File: src/rtl/quad_step_decoder.sv
// Quadrature A/B front end: 2-FF sync, per-channel glitch filter, Gray decode into step/dir pulses.
// Latency: pin change sampled at edge k -> filtered at k+1+FILT_LEN -> pulse registered at k+2+FILT_LEN.
// No backpressure: step_en/err_pulse are single-cycle strobes the counter must accept every cycle.
module quad_step_decoder #(
   parameter int FILT_LEN = 4,
   parameter int ERR_W    = 8
) (
   input  logic             clk,
   input  logic             rst_n,
   input  logic             a_in,
   input  logic             b_in,
   input  logic             en,
   input  logic             clr_err,
   output logic             step_en,
   output logic             step_up,
   output logic             err_pulse,
   output logic [ERR_W-1:0] err_cnt,
   output logic [1:0]       ab_filt,
   output logic             locked
);

   localparam int            CW      = (FILT_LEN > 1) ? $clog2(FILT_LEN) : 1;
   localparam logic [CW-1:0] CNT_MAX = CW'(FILT_LEN - 1);

   typedef enum logic {ST_INIT, ST_RUN} state_t;

   // Channel pairs are always packed {A,B}: bit 1 is A, bit 0 is B.
   logic [1:0]          s1_q, s2_q;
   logic [1:0]          sync_vld_q;
   logic [1:0][CW-1:0]  cnt_q, cnt_d;
   logic [CW-1:0]       init_cnt_q, init_cnt_d;
   logic [1:0]          filt_q, filt_d;
   logic [1:0]          prev_q, prev_d;
   state_t              state_q, state_d;
   logic                step_en_q, step_en_d;
   logic                step_up_q, step_up_d;
   logic                err_pulse_q, err_pulse_d;
   logic [ERR_W-1:0]    err_cnt_q, err_cnt_d;
   logic [1:0]          diff;

   // Next-state: initial capture, per-channel filtering and transition decode.
   always_comb begin
      state_d     = state_q;
      cnt_d       = cnt_q;
      init_cnt_d  = init_cnt_q;
      filt_d      = filt_q;
      prev_d      = prev_q;
      step_en_d   = 1'b0;
      step_up_d   = step_up_q;
      err_pulse_d = 1'b0;
      err_cnt_d   = err_cnt_q;
      diff        = 2'b00;

      case (state_q)
         ST_INIT: begin
            cnt_d = '0;
            // s1==s2 means s2 holds its value across this edge; only trusted once
            // the sync chain has been refilled from the pins after reset.
            if (sync_vld_q[1] && (s1_q == s2_q)) begin
               if (init_cnt_q == CNT_MAX) begin
                  filt_d     = s2_q;
                  prev_d     = s2_q;
                  init_cnt_d = '0;
                  state_d    = ST_RUN;
               end else begin
                  init_cnt_d = init_cnt_q + 1'b1;
               end
            end else begin
               init_cnt_d = '0;
            end
         end

         ST_RUN: begin
            for (int ch = 0; ch < 2; ch++) begin
               if (s2_q[ch] != filt_q[ch]) begin
                  if (cnt_q[ch] == CNT_MAX) begin
                     filt_d[ch] = s2_q[ch];
                     cnt_d[ch]  = '0;
                  end else begin
                     cnt_d[ch] = cnt_q[ch] + 1'b1;
                  end
               end else begin
                  cnt_d[ch] = '0;
               end
            end

            // prev tracks unconditionally so re-enabling never replays old motion.
            diff   = filt_q ^ prev_q;
            prev_d = filt_q;
            if (en) begin
               if (diff == 2'b11) begin
                  err_pulse_d = 1'b1;
                  if (err_cnt_q != '1) begin
                     err_cnt_d = err_cnt_q + 1'b1;
                  end
               end else if (diff != 2'b00) begin
                  // Forward sequence 00->01->11->10 always lands with new A equal to old B.
                  step_en_d = 1'b1;
                  step_up_d = (filt_q[1] == prev_q[0]);
               end
            end
         end

         default: state_d = ST_INIT;
      endcase

      if (clr_err) begin
         err_cnt_d = '0;
      end
   end

   // State registers with synchronous active-low reset.
   always_ff @(posedge clk) begin
      if (!rst_n) begin
         s1_q        <= 2'b00;
         s2_q        <= 2'b00;
         sync_vld_q  <= 2'b00;
         cnt_q       <= '0;
         init_cnt_q  <= '0;
         filt_q      <= 2'b00;
         prev_q      <= 2'b00;
         state_q     <= ST_INIT;
         step_en_q   <= 1'b0;
         step_up_q   <= 1'b0;
         err_pulse_q <= 1'b0;
         err_cnt_q   <= '0;
      end else begin
         s1_q        <= {a_in, b_in};
         s2_q        <= s1_q;
         sync_vld_q  <= {sync_vld_q[0], 1'b1};
         cnt_q       <= cnt_d;
         init_cnt_q  <= init_cnt_d;
         filt_q      <= filt_d;
         prev_q      <= prev_d;
         state_q     <= state_d;
         step_en_q   <= step_en_d;
         step_up_q   <= step_up_d;
         err_pulse_q <= err_pulse_d;
         err_cnt_q   <= err_cnt_d;
      end
   end

   assign step_en   = step_en_q;
   assign step_up   = step_up_q;
   assign err_pulse = err_pulse_q;
   assign err_cnt   = err_cnt_q;
   assign ab_filt   = filt_q;
   assign locked    = (state_q == ST_RUN);

endmodule
File: config.mk
export PLATFORM = sky130hd
export DESIGN_NAME = quad_step_decoder
export DESIGN_NICKNAME = d
export VERILOG_FILES = /design/src/rtl/quad_step_decoder.sv
export SDC_FILE = /design/constraint.sdc
export NUM_CORES = 1
export LEC_CHECK = 0
export CAP_MARGIN = 15
export CORE_UTILIZATION = 26
export DETAILED_ROUTE_END_ITERATION = 10
export PLACE_DENSITY = 0.48
export REMOVE_ABC_BUFFERS = 1
export SYNTH_ARGS = -nofsm -noshare
export SYNTH_HDL_FRONTEND = slang
export SYNTH_SLANG_ARGS = --single-unit
File: constraint.sdc
create_clock -name clk -period 4.8 [get_ports clk]
set_input_delay 0.48 -clock clk [delete_from_list [all_inputs] [get_ports clk]]
set_output_delay 0.48 -clock clk [all_outputs]
set_load 0.005 [all_outputs]
==> results of run 1 <==
cell type report:
cell class / instances / area [um2] / share of cell area
multi-input cells: 93 / 644.4 / 0.4232
flip-flops and latches: 28 / 560.5 / 0.3681
repair buffers: 19 / 190.2 / 0.1249
well taps: 52 / 65.06 / 0.04273
clock buffers: 4 / 55.05 / 0.03615
inverters: 2 / 7.507 / 0.004930
cell usage in the layout (no fill, tap or decap), types with 3 or more instances in the layout:
master / netlist / final
o21ai_0: 5 / 5
or4_1: 4 / 4
and2_1: 9 / 9
o31ai_1: 3 / 3
clkdlybuf4s50_1: 0 / 19
xnor2_1: 7 / 7
nand4_1: 3 / 3
clkbuf_8: 0 / 4
dfxtp_1: 28 / 28
ha_1: 4 / 4
nor2_1: 3 / 3
nand2_1: 10 / 10
nand3_1: 4 / 4
nor3b_1: 3 / 3
mux2i_1: 4 / 4
a21oi_1: 9 / 9
routing by layer:
metal | global-route usage | up-vias | wire [um]
met5 | 0 | - | 0
met4 | 0.02000 | 0 | 24
met3 | 0.03657 | 4 | 82
met2 | 0.1884 | 21 | 1180
met1 | 0.1241 | 466 | 1209
li1 | - | 503 | -
power breakdown:
part	leakage [uW]	internal [uW]	switching, uW
clock	0.0000288	73.4	72.3
combinational	0.000270	7.47	7.12
sequential	0.000227	235	2.19
total	0.000525	316	81.6
registers in the layout, indices dropped and copies added (netlist names):
name,cells
err_cnt,8
s2_q,2
err_pulse,1
init_cnt_q,2
step_en,1
s1_q,2
prev_q,2
ab_filt,2
cnt_q,4
step_up,1
sync_vld_q,2
locked,1
per-stage QoR:
stage                     setup WS [ns]  power (uW)  hold slack, ns
after CTS                         2.735       405.4          0.4452
after detailed placement          2.584       257.2          0.4230
after global routing              2.626       416.1          0.4645
after floorplan                   3.123       248.8          0.4057
final                             2.763       397.4          0.4411
after global placement            2.678       256.8          0.4146
Yosys cell counts:
library cell / n
nand2b_1: 1
or2_2: 1
nor4b_1: 2
clkbuf_1: 2
a21oi_1: 9
nor3_1: 1
dfxtp_1: 28
nand3_1: 4
mux2_1: 1
nand4_1: 3
and3b_1: 2
o21ai_0: 5
nor2_1: 3
and3_1: 1
nor4b_2: 1
nand2_1: 10
xnor2_1: 7
nor2b_1: 1
inv_1: 2
xor2_1: 2
mux2i_1: 4
o31ai_1: 3
nor3b_1: 3
a41oi_1: 1
o41ai_1: 2
nor4_1: 2
buf_6: 1
buf_1: 2
a31oi_1: 1
a31o_2: 2
a21boi_0: 1
ha_1: 4
or3_1: 2
and2_1: 9
or4_1: 4
nand4_2: 1
buf_4: 2
worst max-delay path by stage:
stage	startpoint	end	slack (ns)	cells past startpoint
detailed placement	rst_n	err_cnt[5]	2.58	4
global route	locked	locked	2.63	1
floorplan	ab_filt[0]	err_cnt[5]	3.12	4
global placement	rst_n	err_cnt[5]	2.68	4
finish	locked	locked	2.76	1
CTS	locked	locked	2.74	1
kinds of logic after synthesis:
family	count (synthesis)	synth area share
simple gates	51	0.2505
flops	28	0.4471
compound gates	24	0.1198
xor+xnor	9	0.06288
buf+inv	9	0.03892
mux	5	0.04092
fa+ha+maj	4	0.03992
==> out/summary.txt, run 1 <==
Outcome = complete, no violations
Crit share post-route = 0.4243
Slew @ Worst Pin = 0.6669 ns
Clk slew on worst S/H paths = 0.09 ns
Placer Congestion = 0.7363
Largest net degree at the start of global routing = 23
Max Buffers Root-to-Sink = 2
Worst Path Buf+Inv = 1
Area leader, netlist = dfxtp_1
Final instance area = 1523 um2
DRC viols = 0
Layout cells sized above 1 = 0.06164
Endpoints failing setup = 0
Main area contributors after synthesis = dfxtp_1, xnor2_1, and2_1
Final clock skew = 0.003347 ns
HP Class = reg2reg
Nets = 157
Hold Crit Endpoint = sync_vld_q[1]
CP startpoint kind = flop
Initial antenna violation count = 0
Routed WL = 2496 um
Vias in the first global route = 972
# rows = 24
# IOs = 20
Slowest CP cell = dfxtp_1
CP endpoint kind = output pin
Layout Utilization = 0.3381
Syn Inst Count = 130
Fmax = 491.0 MHz
Input/output buffers = 19
Setup TNS = 0 ns
Die Y = 71.44 um
Critical Path RT = 4.32 ns
Antenna Cells = 0
Seq/Total Area, Yosys = 0.4471
Initial core utilization = 0.2783
Synth-to-Final Area Change = 21.46%
1st-iter DRT viols = 54
Register bit total from synthesis = 28
First-pass GRT wire length = 4326 um
Ys Warns = 0
RSZ-0062 raised after global routing = no
CTS tree = done
Postcts setup bufs = 0
Total grt overflow = 0
Post-CTS resize count = 0
Max VDD drop = 0.1375 mV
DRT antenna net count = 0
CORE AREA = 4504 um2
Final slew viol count = 0
Endpoints failing hold = 0
Largest stage delay, worst path = 0.67 ns
Slew margin rel. = 0.5540
Min-delay src = sync_vld_q[0]
Post-synth design cell area = 1254 um2
Total GRT Usage = 0.1060
Die area = 5104 um2
Crit-path max FO = 15
Clock buffer count from CTS = 3
PD cells = 261.0 nW/um2
Clk_lat worst skew = 0.27 ns
R2r worst-path depth = 3
Router iterations before antenna repair = 4
Synth unique cells = 37
Die Wd = 71.44 um
Routed via count = 994
Final min period = 2.037 ns
R2R setup slack = 2.88 ns
Worst reg2reg startpoint = locked
Worst R2R End = err_cnt[6]
Post-DP HPWL = 1801 um
CP cell instances = clkdlybuf4s50_1
Root Buffer = clkbuf_8
Routed wire per std cell = 12.61 um
Non-Filler Instances = 198
Hold buffer count at cts = 0
Worst Hold Depth = 1
Area post-placement = 1468 um2
Placed cells = 194
Top delay family on crit path = flip-flops
CP arrival = 1.56 ns
Top cell type's share of synthesized area = 0.4471
Sink Count = 28
Vias per inst = 5.020
H-tree levels = 1
Critical path type = reg2out
P_leak = 0.0005254 uW
Mean area per synthesized cell = 9.644 um2
Fillers = 474
Max-Cap Viols = 0
(Power assumes the default switching activity.)
==> run 2: changes to the inputs <==
clock period = 2.1 ns   (was 4.8 ns; I/O delays follow)
==> out/summary.txt, run 2 (synthesis results as in run 1) <==
Post-CTS resize count = 0 (unchanged)
Worst Hold Depth = 1 (unchanged)
CP endpoint kind = flop
Total grt overflow = 0 (unchanged)
Fillers = 461 (-2.7%)
# IOs = 20 (unchanged)
Die Wd = 71.44 um (unchanged)
Placed cells = 201 (+3.6%)
Max Buffers Root-to-Sink = 2 (unchanged)
Layout cells sized above 1 = 0.1046 (+0.04293)
Final instance area = 1575 um2 (+3.5%)
Non-Filler Instances = 205 (+3.5%)
Slew @ Worst Pin = 0.4852 ns (-0.1816 ns)
Clock buffer count from CTS = 3 (unchanged)
Endpoints failing setup = 0 (unchanged)
Outcome = complete, no violations
Router iterations before antenna repair = 4 (unchanged)
DRT antenna net count = 0 (unchanged)
Worst reg2reg startpoint = prev_q[0]
FF/Latch Area = 560.5 um2 (unchanged)
Final clock skew = 0.002120 ns (-0.001227 ns)
Clk_lat worst skew = 0.27 ns (about the same)
Critical Path RT = 2.27 ns (-2.05 ns)
Setup TNS = 0 ns (unchanged)
Final min period = 1.809 ns
Footprint of the multi-input gates = 644.4 um2 (unchanged)
Max VDD drop = 0.3482 mV (+150%)
Antenna Cells = 0 (unchanged)
H-tree levels = 1 (unchanged)
Crit share post-route = 0.8615
Most common cell after layout, fill and taps aside = dfxtp_1
Largest net degree at the start of global routing = 16 (-30%)
Critical path type = reg2reg
Endpoints failing hold = 0 (unchanged)
R2R setup slack = 0.29 ns (-2.59 ns)
Die Y = 71.44 um (unchanged)
CP startpoint kind = flop
WHS = 0.4402 ns (-0.0009720 ns)
Fmax = 552.7 MHz
# rows = 24 (unchanged)
Critical path launch point = prev_q[0]
Most frequent cells in the layout = dfxtp_1, clkdlybuf4s50_1, nand2_1
RSZ-0062 raised after global routing = no
Area post-placement = 1520 um2 (+3.6%)
HP Class = reg2reg
Nets = 164 (+4.5%)
Worst R2R End = err_cnt[5]
P_leak = 0.0005614 uW (+6.8%)
PD cells = 578.0 nW/um2 (+120%)
Total GRT Usage = 0.1066 (+0.0006290)
Routed via count = 1021 (+2.7%)
Postcts setup bufs = 0 (unchanged)
Largest register FFs = 8 (unchanged)
Placer Congestion = 0.7253 (-1.5%)
Crit-path max FO = 14 (-1)
CORE AREA = 4504 um2 (unchanged)
Clk slew on worst S/H paths = 0.09 ns (about the same)
Slew margin rel. = 0.6722 (+0.1182)
First-pass GRT wire length = 4298 um (-0.65%)
CTS tree = done
CP arrival = 1.98 ns (+0.42 ns)
Hold buffer count at cts = 0 (unchanged)
Routed wire per std cell = 12.75 um (+1.1%)
Max-Cap Viols = 0 (unchanged)
Input/output buffers = 19 (unchanged)
Initial core utilization = 0.2783 (unchanged)
Initial antenna violation count = 0 (unchanged)
Vias per inst = 4.980 (-0.79%)
Die area = 5104 um2 (unchanged)
R2r worst-path depth = 4 (+1)
Critical path endpoint = err_cnt[5]
Sink Count = 28 (unchanged)
Vias in the first global route = 1022 (+5.1%)
DRC viols = 0 (unchanged)
1st-iter DRT viols = 55 (+1.9%)
Final slew viol count = 0 (unchanged)
Routed WL = 2613 um (+4.7%)
Root Buffer = clkbuf_8
Post-DP HPWL = 1976 um (+9.7%)
Synth-to-Final Area Change = 25.65%
==> run 2: cell types whose count changed in the layout (fill, tap and decap cells not counted), sizes merged <==
cell / delta
buf: +7
==> run 2: layer usage <==
metal | up-vias | global-route usage | wire, um
met5 | - | 0 | 0
met4 | 0 | 0.02667 | 19
met3 | 2 | 0.03516 | 89
met2 | 18 | 0.1968 | 1338
met1 | 487 | 0.1172 | 1166
li1 | 514 | - | -
==> run 2: worst max-delay path, stage by stage (launching register included) <==
cell	delay, ns
dfxtp_1	0.40
xor2_1	0.23
nand4_2	0.34
nor4b_2	0.39
mux2_1	0.34
==> run 2: layout make-up <==
cell class	instances	share of cell area
Clock buffer	4	0.03495
Multi-Input combinational cell	93	0.4091
Tap cell	52	0.04130
Inverter	2	0.004766
Timing Repair Buffer	26	0.1541
Sequential cell	28	0.3558
==> run 2: power breakdown <==
| part | switching, uW | total [uW] | internal (uW) |
|---|---|---|---|
| Combinational | 17.5 | 38.1 | 20.6 |
| Clock | 163 | 330 | 168 |
| Sequential | 4.94 | 542 | 537 |
==> run 2: worst min path at each step <==
stage                             start       endpoint  slack, ns
after global routing           cnt_q[2]       cnt_q[2]       0.46
after CTS                      cnt_q[0]       cnt_q[0]       0.45
after floorplan                   rst_n  sync_vld_q[0]       0.24
final                          cnt_q[0]       cnt_q[0]       0.44
after global placement         cnt_q[2]       cnt_q[2]       0.42
after detailed placement  sync_vld_q[0]  sync_vld_q[1]       0.43
==> run 2: metrics by stage <==
stage	setup WS, ns	power [uW]	utilization
global route	0.1617	952.9	0.3497
detailed placement	0.1808	592.8	0.3375
floorplan	0.4234	568.8	-
CTS	0.2686	928.9	0.3497
finish	0.2908	910.5	0.3497
global placement	0.2693	592.0	0.3375
